**src/rtl/fpmul_pkg.sv**
```systemverilog
// Shared definitions for the sequential single-precision multiplier.
// Holds the controller state encoding, the IEEE-754 exponent constants,
// the canonical quiet NaN, the shift-add iteration count and the bit
// positions inside the 4-bit flags output ({nan, inf, ovf, unf}).
package fpmul_pkg;

  typedef enum logic [1:0] {
    S_IDLE = 2'd0,
    S_MUL  = 2'd1,
    S_NORM = 2'd2,
    S_DONE = 2'd3
  } state_t;

  localparam logic signed [9:0] BIAS    = 10'sd127;
  localparam logic signed [9:0] EXP_MAX = 10'sd255;
  localparam logic [31:0]       QNAN    = 32'h7FC0_0000;
  localparam int unsigned       MUL_ITERS = 24;

  localparam int unsigned FLAG_NAN = 3;
  localparam int unsigned FLAG_INF = 2;
  localparam int unsigned FLAG_OVF = 1;
  localparam int unsigned FLAG_UNF = 0;

endpackage

```
**src/rtl/fp_classify.sv**
```systemverilog
// Classifies one IEEE-754 single operand.
// Ports:
//   i_op   : 32-bit operand
//   o_zero : exponent field zero (denormals are treated as signed zero)
//   o_inf  : exponent all ones, fraction zero
//   o_nan  : exponent all ones, fraction non-zero
module fp_classify (
  input  logic [31:0] i_op,
  output logic        o_zero,
  output logic        o_inf,
  output logic        o_nan
);

  logic w_exp_ones;
  logic w_frac_zero;

  assign w_exp_ones  = &i_op[30:23];
  assign w_frac_zero = ~|i_op[22:0];
  assign o_zero      = ~|i_op[30:23];
  assign o_inf       = w_exp_ones & w_frac_zero;
  assign o_nan       = w_exp_ones & ~w_frac_zero;

endmodule

```
**src/rtl/fp_mul_seq_ctrl.sv**
```systemverilog
// Sequential IEEE-754 single-precision multiplier with valid/ready handshake.
// An operand pair is taken in IDLE; zero/inf/NaN operands bypass straight to
// DONE, otherwise a 24-cycle shift-add multiply and a 1-cycle normalise run
// before the result is presented. DONE holds result and flags until the
// consumer takes them.
// Ports:
//   clk, rst_n          : clock, asynchronous active-low reset
//   a, b                : operands, sampled on accept
//   in_valid / in_ready : input handshake (in_ready high only in IDLE)
//   out_valid/out_ready : output handshake
//   result              : product
//   flags               : {nan, inf, ovf, unf}
// Configuration:
//   FPMUL_RNE_EN        : when defined, normalise rounds to nearest-even;
//                         otherwise the mantissa is truncated. Latency is the
//                         same in both builds.
module fp_mul_seq_ctrl
  import fpmul_pkg::*;
(
  input  logic        clk,
  input  logic        rst_n,
  input  logic [31:0] a,
  input  logic [31:0] b,
  input  logic        in_valid,
  output logic        in_ready,
  output logic        out_valid,
  input  logic        out_ready,
  output logic [31:0] result,
  output logic [3:0]  flags
);

  state_t            r_state;
  logic [23:0]       r_mcand;
  logic [23:0]       r_mplier;
  logic [47:0]       r_prod;
  logic [4:0]        r_cnt;
  logic signed [9:0] r_exp;
  logic              r_sign;
  logic [31:0]       r_result;
  logic [3:0]        r_flags;

  logic w_a_zero, w_a_inf, w_a_nan;
  logic w_b_zero, w_b_inf, w_b_nan;
  logic w_sign;
  logic w_special;
  logic [31:0] w_spec_result;
  logic [3:0]  w_spec_flags;

  logic [22:0]       w_mant;
  logic              w_rnd_up;
  logic [23:0]       w_mant_r;
  logic signed [9:0] w_exp_n;
  logic signed [9:0] w_exp_f;
  logic [31:0]       w_norm_result;
  logic [3:0]        w_norm_flags;

  fp_classify u_class_a (.i_op(a), .o_zero(w_a_zero), .o_inf(w_a_inf), .o_nan(w_a_nan));
  fp_classify u_class_b (.i_op(b), .o_zero(w_b_zero), .o_inf(w_b_inf), .o_nan(w_b_nan));

  assign w_sign    = a[31] ^ b[31];
  assign w_special = w_a_zero | w_a_inf | w_a_nan | w_b_zero | w_b_inf | w_b_nan;

  always_comb begin
    w_spec_result = {w_sign, 31'b0};
    w_spec_flags  = '0;
    if (w_a_nan | w_b_nan | (w_a_inf & w_b_zero) | (w_b_inf & w_a_zero)) begin
      w_spec_result          = QNAN;
      w_spec_flags[FLAG_NAN] = 1'b1;
    end else if (w_a_inf | w_b_inf) begin
      w_spec_result          = {w_sign, 8'hFF, 23'b0};
      w_spec_flags[FLAG_INF] = 1'b1;
    end
  end

  // Both mantissas carry the hidden 1, so the product is in [1,4) and
  // bit 47 tells whether one extra normalising shift is needed.
  always_comb begin
    if (r_prod[47]) begin
      w_mant  = r_prod[46:24];
      w_exp_n = r_exp + 10'sd1;
    end else begin
      w_mant  = r_prod[45:23];
      w_exp_n = r_exp;
    end
  end

`ifdef FPMUL_RNE_EN
  logic w_guard;
  logic w_sticky;
  assign w_guard  = r_prod[47] ? r_prod[23]    : r_prod[22];
  assign w_sticky = r_prod[47] ? |r_prod[22:0] : |r_prod[21:0];
  assign w_rnd_up = w_guard & (w_sticky | w_mant[0]);
`else
  assign w_rnd_up = 1'b0;
`endif

  // A rounding carry out of the mantissa leaves a zero fraction and bumps
  // the exponent.
  assign w_mant_r = {1'b0, w_mant} + {23'b0, w_rnd_up};
  assign w_exp_f  = w_mant_r[23] ? (w_exp_n + 10'sd1) : w_exp_n;

  always_comb begin
    w_norm_result = {r_sign, w_exp_f[7:0], w_mant_r[22:0]};
    w_norm_flags  = '0;
    if (w_exp_f >= EXP_MAX) begin
      w_norm_result          = {r_sign, 8'hFF, 23'b0};
      w_norm_flags[FLAG_OVF] = 1'b1;
      w_norm_flags[FLAG_INF] = 1'b1;
    end else if (w_exp_f <= 10'sd0) begin
      w_norm_result          = {r_sign, 31'b0};
      w_norm_flags[FLAG_UNF] = 1'b1;
    end
  end

  always_ff @(posedge clk or negedge rst_n) begin
    if (!rst_n) begin
      r_state  <= S_IDLE;
      r_mcand  <= '0;
      r_mplier <= '0;
      r_prod   <= '0;
      r_cnt    <= '0;
      r_exp    <= '0;
      r_sign   <= 1'b0;
      r_result <= '0;
      r_flags  <= '0;
    end else begin
      case (r_state)
        S_IDLE: begin
          if (in_valid) begin
            r_sign   <= w_sign;
            r_mcand  <= {1'b1, a[22:0]};
            r_mplier <= {1'b1, b[22:0]};
            r_exp    <= $signed({2'b00, a[30:23]}) + $signed({2'b00, b[30:23]}) - BIAS;
            r_prod   <= '0;
            r_cnt    <= '0;
            if (w_special) begin
              r_result <= w_spec_result;
              r_flags  <= w_spec_flags;
              r_state  <= S_DONE;
            end else begin
              r_state  <= S_MUL;
            end
          end
        end
        S_MUL: begin
          if (r_mplier[r_cnt]) begin
            r_prod <= r_prod + ({24'b0, r_mcand} << r_cnt);
          end
          if (r_cnt == 5'(MUL_ITERS - 1)) begin
            r_cnt   <= '0;
            r_state <= S_NORM;
          end else begin
            r_cnt   <= r_cnt + 5'd1;
          end
        end
        S_NORM: begin
          r_result <= w_norm_result;
          r_flags  <= w_norm_flags;
          r_state  <= S_DONE;
        end
        S_DONE: begin
          if (out_ready) begin
            r_state <= S_IDLE;
          end
        end
        default: r_state <= S_IDLE;
      endcase
    end
  end

  assign in_ready  = (r_state == S_IDLE);
  assign out_valid = (r_state == S_DONE);
  assign result    = r_result;
  assign flags     = r_flags;

endmodule

```
**config.mk**
```make
export PLATFORM = sky130hd
export DESIGN_NAME = fp_mul_seq_ctrl
export DESIGN_NICKNAME = d
export VERILOG_FILES = /design/src/rtl/fpmul_pkg.sv /design/src/rtl/fp_classify.sv /design/src/rtl/fp_mul_seq_ctrl.sv
export SDC_FILE = /design/constraint.sdc
export NUM_CORES = 1
export LEC_CHECK = 0
export CAP_MARGIN = 10
export CORE_ASPECT_RATIO = 1.25
export CORE_UTILIZATION = 42
export CTS_CLUSTER_SIZE = 20
export DETAILED_ROUTE_END_ITERATION = 16
export MAX_ROUTING_LAYER = met4
export PLACE_DENSITY_LB_ADDON = 0.2
export RECOVER_POWER = 50
export SLEW_MARGIN = 20
export SYNTH_ARGS = -nofsm -noshare
export SYNTH_HDL_FRONTEND = slang
export SYNTH_SLANG_ARGS = --single-unit
```
**constraint.sdc**
```tcl
create_clock -name clk -period 7.15 [get_ports clk]
set_input_delay 1.43 -clock clk [delete_from_list [all_inputs] [get_ports clk]]
set_output_delay 1.43 -clock clk [all_outputs]
set_load 0.005 [all_outputs]
```
==> flow_metrics.py, run 1 <==
metrics = {
    "cts": {
        "cts_buffer_depth": 2,
        "htree_levels": 4,
        "cts_setup_buffers": 0,
        "clock_latency_ns": 0.44,
        "clockRootBuffer": "clkbuf_16",
        "cts_hold_buf": 0,
        "cts_sinks": 149,
        "cts_tree": "done",
        "cts_buffers": 17,
        "post_cts_resized": 0,
        "path_clk_slew_ns": 0.07,
    },
    "logic_synthesis": {
        "syn-cell-area_mm2": 0.0111,
        "synth-async-reset-ratio_pct": 100,
        "yosysTopAreaCellShare_pct": 33.6,
        "synth_area_leader_cell": "dfrtp_1",
        "syn-num-nets": 1337,
        "synth_edf_count": 0,
        "synth.yosys.seq_area_share_pct": 33.6,
        "yosysMostFrequentCell": "dfrtp_1",
        "synth-seq-cells": 149,
        "syn_area_per_cell_um2": 9.25,
        "synthTopCellsByCount": "149 x dfrtp_1, 145 x nand2_1, 70 x a21oi_1",
        "synth_warnings": 0,
        "synthFlopType": "dfrtp_1",
        "syn_inst": 1199,
        "synthDistinctLibCells": 63,
        "synth_area_leaders": "dfrtp_1 34%, ha_1 7.7%, mux2_2 6.8%, mux2i_1 5.1%, nand2_1 4.9%",
    },
    "global_route": {
        "track_usage_pct": 22.9,
        "grt_pass1_wl_um": 47300,
        "grt_overflow": 0,
        "grt_max_degree": 82,
        "grt_pass1_vias": 8937,
        "antenna_found_initial": 0,
    },
    "floorplanning": {
        "initial_core_util_pct": 42.6,
        "die_h_um": 184,
        "fp.dieW_um": 147,
        "dieArea_mm2": 0.0271,
        "rows": 66,
        "coreArea_mm2": 0.0260,
        "io_pins": 106,
    },
    "timing": {
        "final.setup_skew_ns": 0.0106,
        "fin_crit_sh_pct": 76.7,
        "fin_setup_tns_ns": 0,
        "rsz0062_at_grt": "false",
        "fmax_ghz": 0.182,
        "finalHoldViolations": 0,
        "report.final.setup_viol": 0,
        "tightest_slew_ns": 4.22,
        "slew_headroom_pct": -181,
        "period_needed_ns": 5.48,
        "maxSlewViolCount": 151,
    },
    "critical_path": {
        "cp.arrival_ns": 5.81,
        "worst_setup_path_end_kind": "flip-flop",
        "path_class": "reg -> reg",
        "critPathLaunchType": "flip-flop",
        "crit_fanout": 32,
        "crit_required_ns": 7.48,
    },
    "detailed_routing": {
        "first_pass_iters": 7,
        "drt-total-wl_um": 29200,
        "via_count": 9201,
        "drc": 0,
        "detail_route.iter0.violations": 562,
        "vias_per_cell": 5.72,
        "wl_per_cell_um": 18.1,
        "drt.antenna.violating_nets": 0,
    },
    "pwr": {
        "worst_ir_drop_vdd_uv": 204,
        "powerDensity_mw_per_mm2": 441,
        "p_leak_nw": 5.46,
    },
    "run_status": {
        "status": "finished, violations left",
        "violations": "max-capacitance violations, max-slew violations",
    },
    "placed_design": {
        "io_buffers": 105,
        "dp_hpwl_um": 22100,
        "place.gp.congestion": 0.927,
        "place_area_mm2": 0.0123,
    },
    "job": {
        "cap_violations": 2,
    },
    "final_layout": {
        "syn2layout_area_growth_pct": 16.1,
        "drive_gt1_share_pct": 10.6,
        "stdcell_area_mm2": 0.0129,
        "fin_nets": 1393,
    },
    "min_path": {
        "hold_class": "reg -> reg",
    },
}
==> per-layer routing <==
layer	share of wire (%)	wire (um)	GRT usage, %
met1	45	13200	28.6
met2	48	14100	37.0
met3	3.8	1120	3.60
met4	2.8	820	9.07
met5	0	0	-
==> final timing paths <==
| path | start | endpoint | slack, ns | cells past startpoint |
|---|---|---|---|---|
| worst max-delay path | r_cnt[2]$_DFFE_PN0P_ | r_prod[47]$_DFFE_PN0P_ | 1.67 | 14 |
| worst min-delay path | result[20]$_DFFE_PN0P_ | result[20]$_DFFE_PN0P_ | 0.47 | 2 |
| max in group asynchronous | rst_n | r_cnt[0]$_DFFE_PN0P_ | 1.97 | 1 |
| worst min register to register | result[20]$_DFFE_PN0P_ | result[20]$_DFFE_PN0P_ | 0.47 | 2 |
| worst max register to register | r_cnt[2]$_DFFE_PN0P_ | r_prod[47]$_DFFE_PN0P_ | 1.67 | 14 |
| min in group asynchronous | rst_n | result[15]$_DFFE_PN0P_ | 2.48 | 1 |
==> placed cells by master, fill, tap and decap left out, drive strengths merged, types with 15 or more instances in the layout <==
master / instances
nor4: 17
dfrtp: 149
clkbuf: 21
nand3: 16
o21ai: 72
a22o: 30
o31ai: 44
mux2i: 57
mux4: 15
nor2: 64
ha: 68
clkdlybuf4s50: 90
a21oi: 70
a21o: 33
nand2: 145
o21bai: 20
inv: 34
xor2: 25
nand4: 26
mux2: 67
xnor2: 35
==> state kept, by name (all words and copies together), names as in the netlist <==
name      cells
flags         4
r_sign        1
result       32
r_prod       48
r_cnt         5
r_mplier     23
r_mcand      24
r_exp        10
r_state       2
==> where the power goes <==
group	internal (mW)	leakage [nW]	total [mW]	switching [mW]
registers	1.11	1.93	1.40	0.295
logic	1.40	3.25	3.36	1.96
clock network	0.546	0.271	0.918	0.372
==> metrics by stage <==
stage                     hold slack [ns]  cells  worst slack [ns]  total power [mW]  util [%]
after floorplan                     0.448   1199              2.91              3.89         -
after global placement              0.463   1576              1.88              4.70      47.2
after detailed placement            0.467   1576              1.77              4.72      47.2
after CTS                           0.481   1607              1.75              5.67      49.5
after global routing                0.498   1607             0.943              6.12      49.5
final                               0.471   1608              1.67              5.68      49.5
==> final cells by class <==
| cell class | count | area [um^2] |
|---|---|---|
| Fill cell | 2474 | 13100 |
| Multi-Input combinational cell | 939 | 6900 |
| Sequential cell | 149 | 3730 |
| Timing Repair Buffer | 113 | 1100 |
| Clock buffer | 19 | 433 |
| Tap cell | 340 | 425 |
| Clock inverter | 12 | 155 |
| Inverter | 35 | 131 |
| Antenna cell | 1 | 2.50 |
==> cells by family after synthesis <==
| logic type | share of synthesized area, % |
|---|---|
| AOI/OAI and AO/OA | 20.4 |
| xor gates and xnor gates | 4.74 |
| adders and majority gates | 8.03 |
| buffers and inverters | 4.28 |
| DFF | 33.6 |
| muxes | 15.0 |
| and+or+nand+nor | 13.9 |
==> worst max-delay path: stages (launching register included) <==
cell	delay, ns
dfrtp_1	1.07
clkinv_1	0.77
nor4b_1	0.47
a21oi_1	0.13
mux2_2	0.32
mux2i_1	0.37
ha_1	0.26
nand2_1	0.11
or3_1	0.38
nor4_1	0.40
a211oi_2	0.17
o21a_1	0.27
o21ai_1	0.24
xor2_1	0.10
a221o_1	0.29
Note: power is estimated with default switching activity, not from simulation.
==> inputs of run 2 (changes only) <==
clock period = 4.8 ns   (was 7.15 ns; I/O delays follow)
==> run 2 against run 1 <==
Effect of this change:
- register-to-register slack worse by 1.4 ns
- clock skew rose by 0.0013 ns
- the run still ends with max-capacitance violations, max-slew violations left
- critical endpoint unchanged
- largest cell class unchanged
- final cell count grew 0.93%
==> flow_metrics.py, run 2 (synthesis gave the netlist of run 1 again) <==
metrics = {
    "pwr": {
        "p_leak_nw": 5.54,
        "worst_ir_drop_vdd_uv": 304,
        "powerDensity_mw_per_mm2": 659,
    },
    "floorplanning": {
        "fp.dieW_um": 147,
        "io_pins": 106,
        "coreArea_mm2": 0.0260,
        "rows": 66,
        "die_h_um": 184,
        "initial_core_util_pct": 42.6,
        "dieArea_mm2": 0.0271,
    },
    "cts": {
        "cts_setup_buffers": 0,
        "cts_buffers": 17,
        "cts_buffer_depth": 2,
        "cts_tree": "done",
        "htree_levels": 4,
        "path_clk_slew_ns": 0.07,
        "clock_latency_ns": 0.44,
        "cts_hold_buf": 0,
        "clockRootBuffer": "clkbuf_16",
        "cts_sinks": 149,
    },
    "final_layout": {
        "layout.cells.non_filler": 1623,
        "drive_gt1_share_pct": 11.7,
        "layout_common_cells": "148 x dfrtp_1, 144 x nand2_1, 89 x clkdlybuf4s50_1",
        "syn2layout_area_growth_pct": 17.1,
        "register_area_mm2": 0.00373,
        "largest-register": "r_prod",
        "final_common_cell": "dfrtp_1",
        "fin_nets": 1407,
        "n_fill_cell": 2491,
        "multi_input_area_mm2": 0.00689,
        "largest_reg_flops": 48,
    },
    "critical_path": {
        "crit_fanout": 16,
        "rrSetupSlack_ns": 0.24,
        "startpoint": "r_cnt[0]$_DFFE_PN0P_",
        "max_stage_delay_ns": 0.59,
        "slowest_stage": "dfrtp_4",
        "cp_top_family": "compound AO/OA/AOI/OAI gates",
        "reg2reg_depth": 14,
        "r2r-end": "r_prod[47]$_DFFE_PN0P_",
        "critical_path.cell_chain": "buf_4 -> o21ai_0 -> o21ai_0 -> o21ai_0 -> o22ai_1 -> ha_1 -> nand4_1 -> or3_1 -> nor4_1 -> a211oi_2 -> o21a_1 -> o21ai_1 -> xor2_1 -> a221o_1",
        "crit_buf_inv": 1,
        "crit_required_ns": 5.12,
        "worst-path-stages": 14,
        "critPathLaunchType": "flip-flop",
        "cp.arrival_ns": 4.89,
        "worst_setup_path_end_kind": "flip-flop",
        "crit_top_cell": "o21ai_0",
        "worstReg2RegStart": "r_cnt[0]$_DFFE_PN0P_",
        "path_class": "reg -> reg",
    },
    "timing": {
        "rsz0062_at_grt": "false",
        "period_needed_ns": 4.56,
        "tightest_slew_ns": 2.60,
        "report.final.setup_viol": 0,
        "fin_setup_tns_ns": 0,
        "fin_crit_sh_pct": 95.1,
        "maxSlewViolCount": 100,
        "slew_headroom_pct": -73.3,
        "fmax_ghz": 0.219,
        "finalHoldViolations": 0,
        "final.setup_skew_ns": 0.0120,
    },
    "min_path": {
        "hold_depth": 2,
        "hold_class": "reg -> reg",
        "min_from": "result[2]$_DFFE_PN0P_",
        "min_to": "result[2]$_DFFE_PN0P_",
    },
    "detailed_routing": {
        "first_pass_iters": 7,
        "detail_route.iter0.violations": 544,
        "drc": 0,
        "drt-total-wl_um": 29600,
        "drt.antenna.violating_nets": 0,
        "via_count": 9282,
        "wl_per_cell_um": 18.3,
        "vias_per_cell": 5.72,
    },
    "global_route": {
        "grt_pass1_wl_um": 48000,
        "grt_pass1_vias": 9140,
        "track_usage_pct": 23.2,
        "grt_max_degree": 100,
        "grt_overflow": 0,
        "antenna_found_initial": 1,
    },
    "placed_design": {
        "dp_hpwl_um": 23000,
        "io_buffers": 105,
        "place.gp.congestion": 0.931,
        "dp.cells": 1589,
    },
    "job": {
        "cap_violations": 3,
    },
    "run_status": {
        "status": "finished, violations left",
        "violations": "max-capacitance violations, max-slew violations",
    },
}
[run 2: cell count changes in the layout (fill, tap and decap cells not counted), moves of 2 or more]
cell and change:
buf_4 +11, clkbuf_2 +2, clkinvlp_4 -2, inv_6 +3
[run 2: area by class of cell]
cell class	instances	area share [%]
Clock inverter	13	1.14
Tap cell	340	3.28
Timing Repair Buffer	127	9.35
Multi-Input combinational cell	939	53.1
Sequential cell	149	28.7
Antenna cell	1	0.0193
Inverter	35	1.01
Clock buffer	19	3.41
[run 2: layer usage]
| layer | track usage [%] | part of all wire (%) | up-vias |
|---|---|---|---|
| met5 | - | 0 | - |
| met4 | 7.96 | 2.4 | 0 |
| met3 | 3.33 | 2.9 | 50 |
| met2 | 38.6 | 49 | 220 |
| met1 | 28.9 | 46 | 4426 |
| li1 | - | - | 4586 |
[run 2: where the power goes]
group | switching, mW | internal (mW)
sequential | 0.361 | 1.66
clock | 0.578 | 0.788
combinational | 3.03 | 2.14
[run 2: what timing repair did]
action,in CTS,in global routing
resized for setup,0,1
setup endpoints to repair,0,2
endpoints found under the hold margin,0,0
[run 2: worst max path at each step]
stage	slack, ns	endpoint
2_1_floorplan	0.56	r_prod[44]$_DFFE_PN0P_
3_3_place_gp	0.33	r_prod[47]$_DFFE_PN0P_
3_5_place_dp	0.23	r_prod[47]$_DFFE_PN0P_
4_1_cts	0.21	r_prod[47]$_DFFE_PN0P_
5_1_grt	0.006	r_prod[47]$_DFFE_PN0P_
6_report	0.24	r_prod[47]$_DFFE_PN0P_
[run 2: worst reg2reg max path, stage by stage, from the launching register on]
cell      delay, ns
dfrtp_4        0.59
buf_4          0.22
o21ai_0        0.36
o21ai_0        0.20
o21ai_0        0.39
o22ai_1        0.24
ha_1           0.48
nand4_1        0.14
or3_1          0.42
nor4_1         0.36
a211oi_2       0.17
o21a_1         0.26
o21ai_1        0.22
xor2_1         0.09
a221o_1        0.29
[run 2: stage by stage]
stage	area [um^2]	utilization (%)	hold slack (ns)	setup WS (ns)	total power, mW
floorplan	11100	-	0.448	0.560	5.80
global placement	12400	47.6	0.461	0.334	7.10
detailed placement	12400	47.6	0.468	0.228	7.14
CTS	13000	49.9	0.483	0.209	8.54
global route	13000	49.9	0.499	0.00590	9.22
finish	13000	49.9	0.471	0.237	8.56
==> inputs of run 3 (changes only) <==
CORE_UTILIZATION = 53   (was 42)
GPL_TIMING_DRIVEN = 1   (was unset)
==> run 3 against run 2 <==
Effect of this change:
- the flow still finishes with violations (max-capacitance violations, max-slew violations)
- routed wire length down 2.7%
- hold slack better by 0.0015 ns
- first-iteration DRC count grew 0.92%
==> flow_metrics.py, run 3 (synthesis gave the netlist of run 1 again) <==
metrics = {
    "min_path": {
        "hold_depth": 2,
        "hold_class": "reg -> reg",
    },
    "timing": {
        "finalHoldViolations": 0,
        "fin_setup_tns_ns": 0,
        "tightest_slew_ns": 2.20,
        "period_needed_ns": 4.47,
        "hold_slack_ns": 0.473,
        "final.setup_skew_ns": 0.0117,
        "fmax_ghz": 0.224,
        "report.final.setup_viol": 0,
        "rsz0062_at_grt": "false",
        "fin_crit_sh_pct": 93.1,
        "maxSlewViolCount": 152,
        "slew_headroom_pct": -46.4,
    },
    "pwr": {
        "p_seq_share_pct": 23.3,
        "worst_ir_drop_vdd_uv": 325,
        "switching_power_mw": 3.98,
        "p_sw_share_pct": 46.5,
        "p_comb_share_pct": 60.5,
        "p_leak_nw": 5.54,
        "clockPowerShare_pct": 16.2,
        "p_int_mw": 4.59,
        "powerDensity_mw_per_mm2": 664,
    },
    "final_layout": {
        "antenna_cells": 0,
        "fin_nets": 1406,
        "layout_common_cells": "148 x dfrtp_1, 144 x nand2_1, 92 x clkdlybuf4s50_1",
        "largest_reg_flops": 48,
        "drive_gt1_share_pct": 12.1,
        "syn2layout_area_growth_pct": 16.5,
        "largest-register": "r_prod",
        "n_fill_cell": 1718,
        "final_common_cell": "dfrtp_1",
    },
    "floorplanning": {
        "coreArea_mm2": 0.0203,
        "dieArea_mm2": 0.0215,
        "rows": 58,
        "io_pins": 106,
        "fp.dieW_um": 131,
        "initial_core_util_pct": 54.6,
        "die_h_um": 164,
    },
    "critical_path": {
        "cp_top_family": "compound AO/OA/AOI/OAI gates",
        "reg2reg_depth": 15,
        "slowest_stage": "ha_2",
        "path_class": "reg -> reg",
        "crit_required_ns": 5.16,
        "crit_fanout": 10,
        "max_stage_delay_ns": 0.47,
        "critPathLaunchType": "flip-flop",
        "cp.arrival_ns": 4.83,
        "worst_setup_path_end_kind": "flip-flop",
        "critical_path.cell_chain": "buf_4 -> mux2_2 -> o21ai_0 -> o21ai_0 -> o21ai_0 -> o22ai_1 -> ha_2 -> nand4_1 -> or3_1 -> nor4_1 -> a211oi_2 -> o21a_1 -> o21ai_1 -> nor4b_1 -> a221o_1",
        "crit_buf_inv": 1,
        "worst-path-stages": 15,
        "crit_top_cell": "o21ai_0",
    },
    "cts": {
        "cts_tree": "done",
        "htree_levels": 4,
        "cts_sinks": 149,
        "cts_hold_buf": 0,
        "cts_buffers": 17,
        "path_clk_slew_ns": 0.07,
        "clock_latency_ns": 0.43,
        "cts_buffer_depth": 2,
        "clockRootBuffer": "clkbuf_16",
    },
    "detailed_routing": {
        "wl_per_cell_um": 18.6,
        "via_count": 9434,
        "first_pass_iters": 5,
        "drt-total-wl_um": 28800,
        "detail_route.iter0.violations": 549,
        "drc": 0,
        "vias_per_cell": 6.08,
        "drt.antenna.violating_nets": 0,
    },
    "global_route": {
        "antenna_found_initial": 0,
        "grt_pass1_vias": 9363,
        "grt_overflow": 0,
        "grt_max_degree": 87,
        "grt_pass1_wl_um": 47300,
        "track_usage_pct": 28.4,
    },
    "job": {
        "cap_violations": 2,
    },
    "placed_design": {
        "place.gp.congestion": 0.973,
        "dp_hpwl_um": 21700,
        "io_buffers": 105,
    },
    "run_status": {
        "violations": "max-capacitance violations, max-slew violations",
        "status": "finished, violations left",
    },
}
run 3: cell types whose count changed in the layout (fill, tap and decap cells not counted), moves of 2 or more:
| cell | change |
|---|---|
| dlygate4sd3_1 | -3 |
| clkdlybuf4s50_1 | +3 |
| ha_2 | +2 |
| ha_1 | -2 |
| clkbuf_1 | -3 |
run 3: what timing repair did:
item                                    CTS  global route
hold endpoints to repair                  0             0
gates resized for setup                   0             3
setup buffers                             0             3
endpoints found under the setup margin    0             2
run 3: worst min-delay path, stage by stage (launching register included):
cell	delay (ns)
dfrtp_1	0.34
nand2_1	0.04
o21ai_0	0.05
run 3: area by class of cell:
cell class	count	area, um^2	share of cell area [%]
clock inverters	14	163	1.26
multi-input cells	939	6900	53.5
repair buffers	126	1210	9.38
inverters	35	131	1.02
well taps	270	338	2.62
clock buffers	18	439	3.40
flip-flops and latches	149	3730	28.9
run 3: path summary, 6_finish.rpt:
check                                              end                  from  slack (ns)
worst max-delay path            r_prod[47]$_DFFE_PN0P_  r_cnt[1]$_DFFE_PN0P_        0.33
min in group asynchronous        result[1]$_DFFE_PN0P_                 rst_n        1.19
worst min register to register    flags[1]$_DFFE_PN0P_  flags[1]$_DFFE_PN0P_        0.47
max in group asynchronous         r_cnt[0]$_DFFE_PN0P_                 rst_n        1.01
worst min-delay path              flags[1]$_DFFE_PN0P_  flags[1]$_DFFE_PN0P_        0.47
worst max register to register  r_prod[47]$_DFFE_PN0P_  r_cnt[1]$_DFFE_PN0P_        0.33
run 3: layer usage:
layer | part of all wire, % | global-route usage, %
met3 | 4.2 | 4.10
met2 | 50 | 49.5
met1 | 42 | 33.2
met4 | 3.4 | 11.6
met5 | 0 | -
run 3: power groups by stage:
stage | clock network (mW) | logic [mW] | registers [mW]
finish | 1.39 | 5.18 | 2.00
global route | 1.46 | 5.66 | 2.05
CTS | 1.41 | 5.09 | 2.01
detailed placement | 0 | 5.05 | 2.03
global placement | 0 | 4.98 | 2.00
floorplan | 0 | 3.90 | 1.89
run 3: metrics by stage:
step | setup slack (ns) | power [mW] | cells | area [um^2] | util [%]
after detailed placement | 0.333 | 7.08 | 1516 | 12300 | 60.5
after CTS | 0.302 | 8.51 | 1548 | 12900 | 63.5
after global placement | 0.421 | 6.99 | 1516 | 12300 | 60.5
after floorplan | 0.560 | 5.80 | 1199 | 11100 | -
after global routing | 0.00973 | 9.17 | 1551 | 12900 | 63.6
final | 0.333 | 8.57 | 1551 | 12900 | 63.6
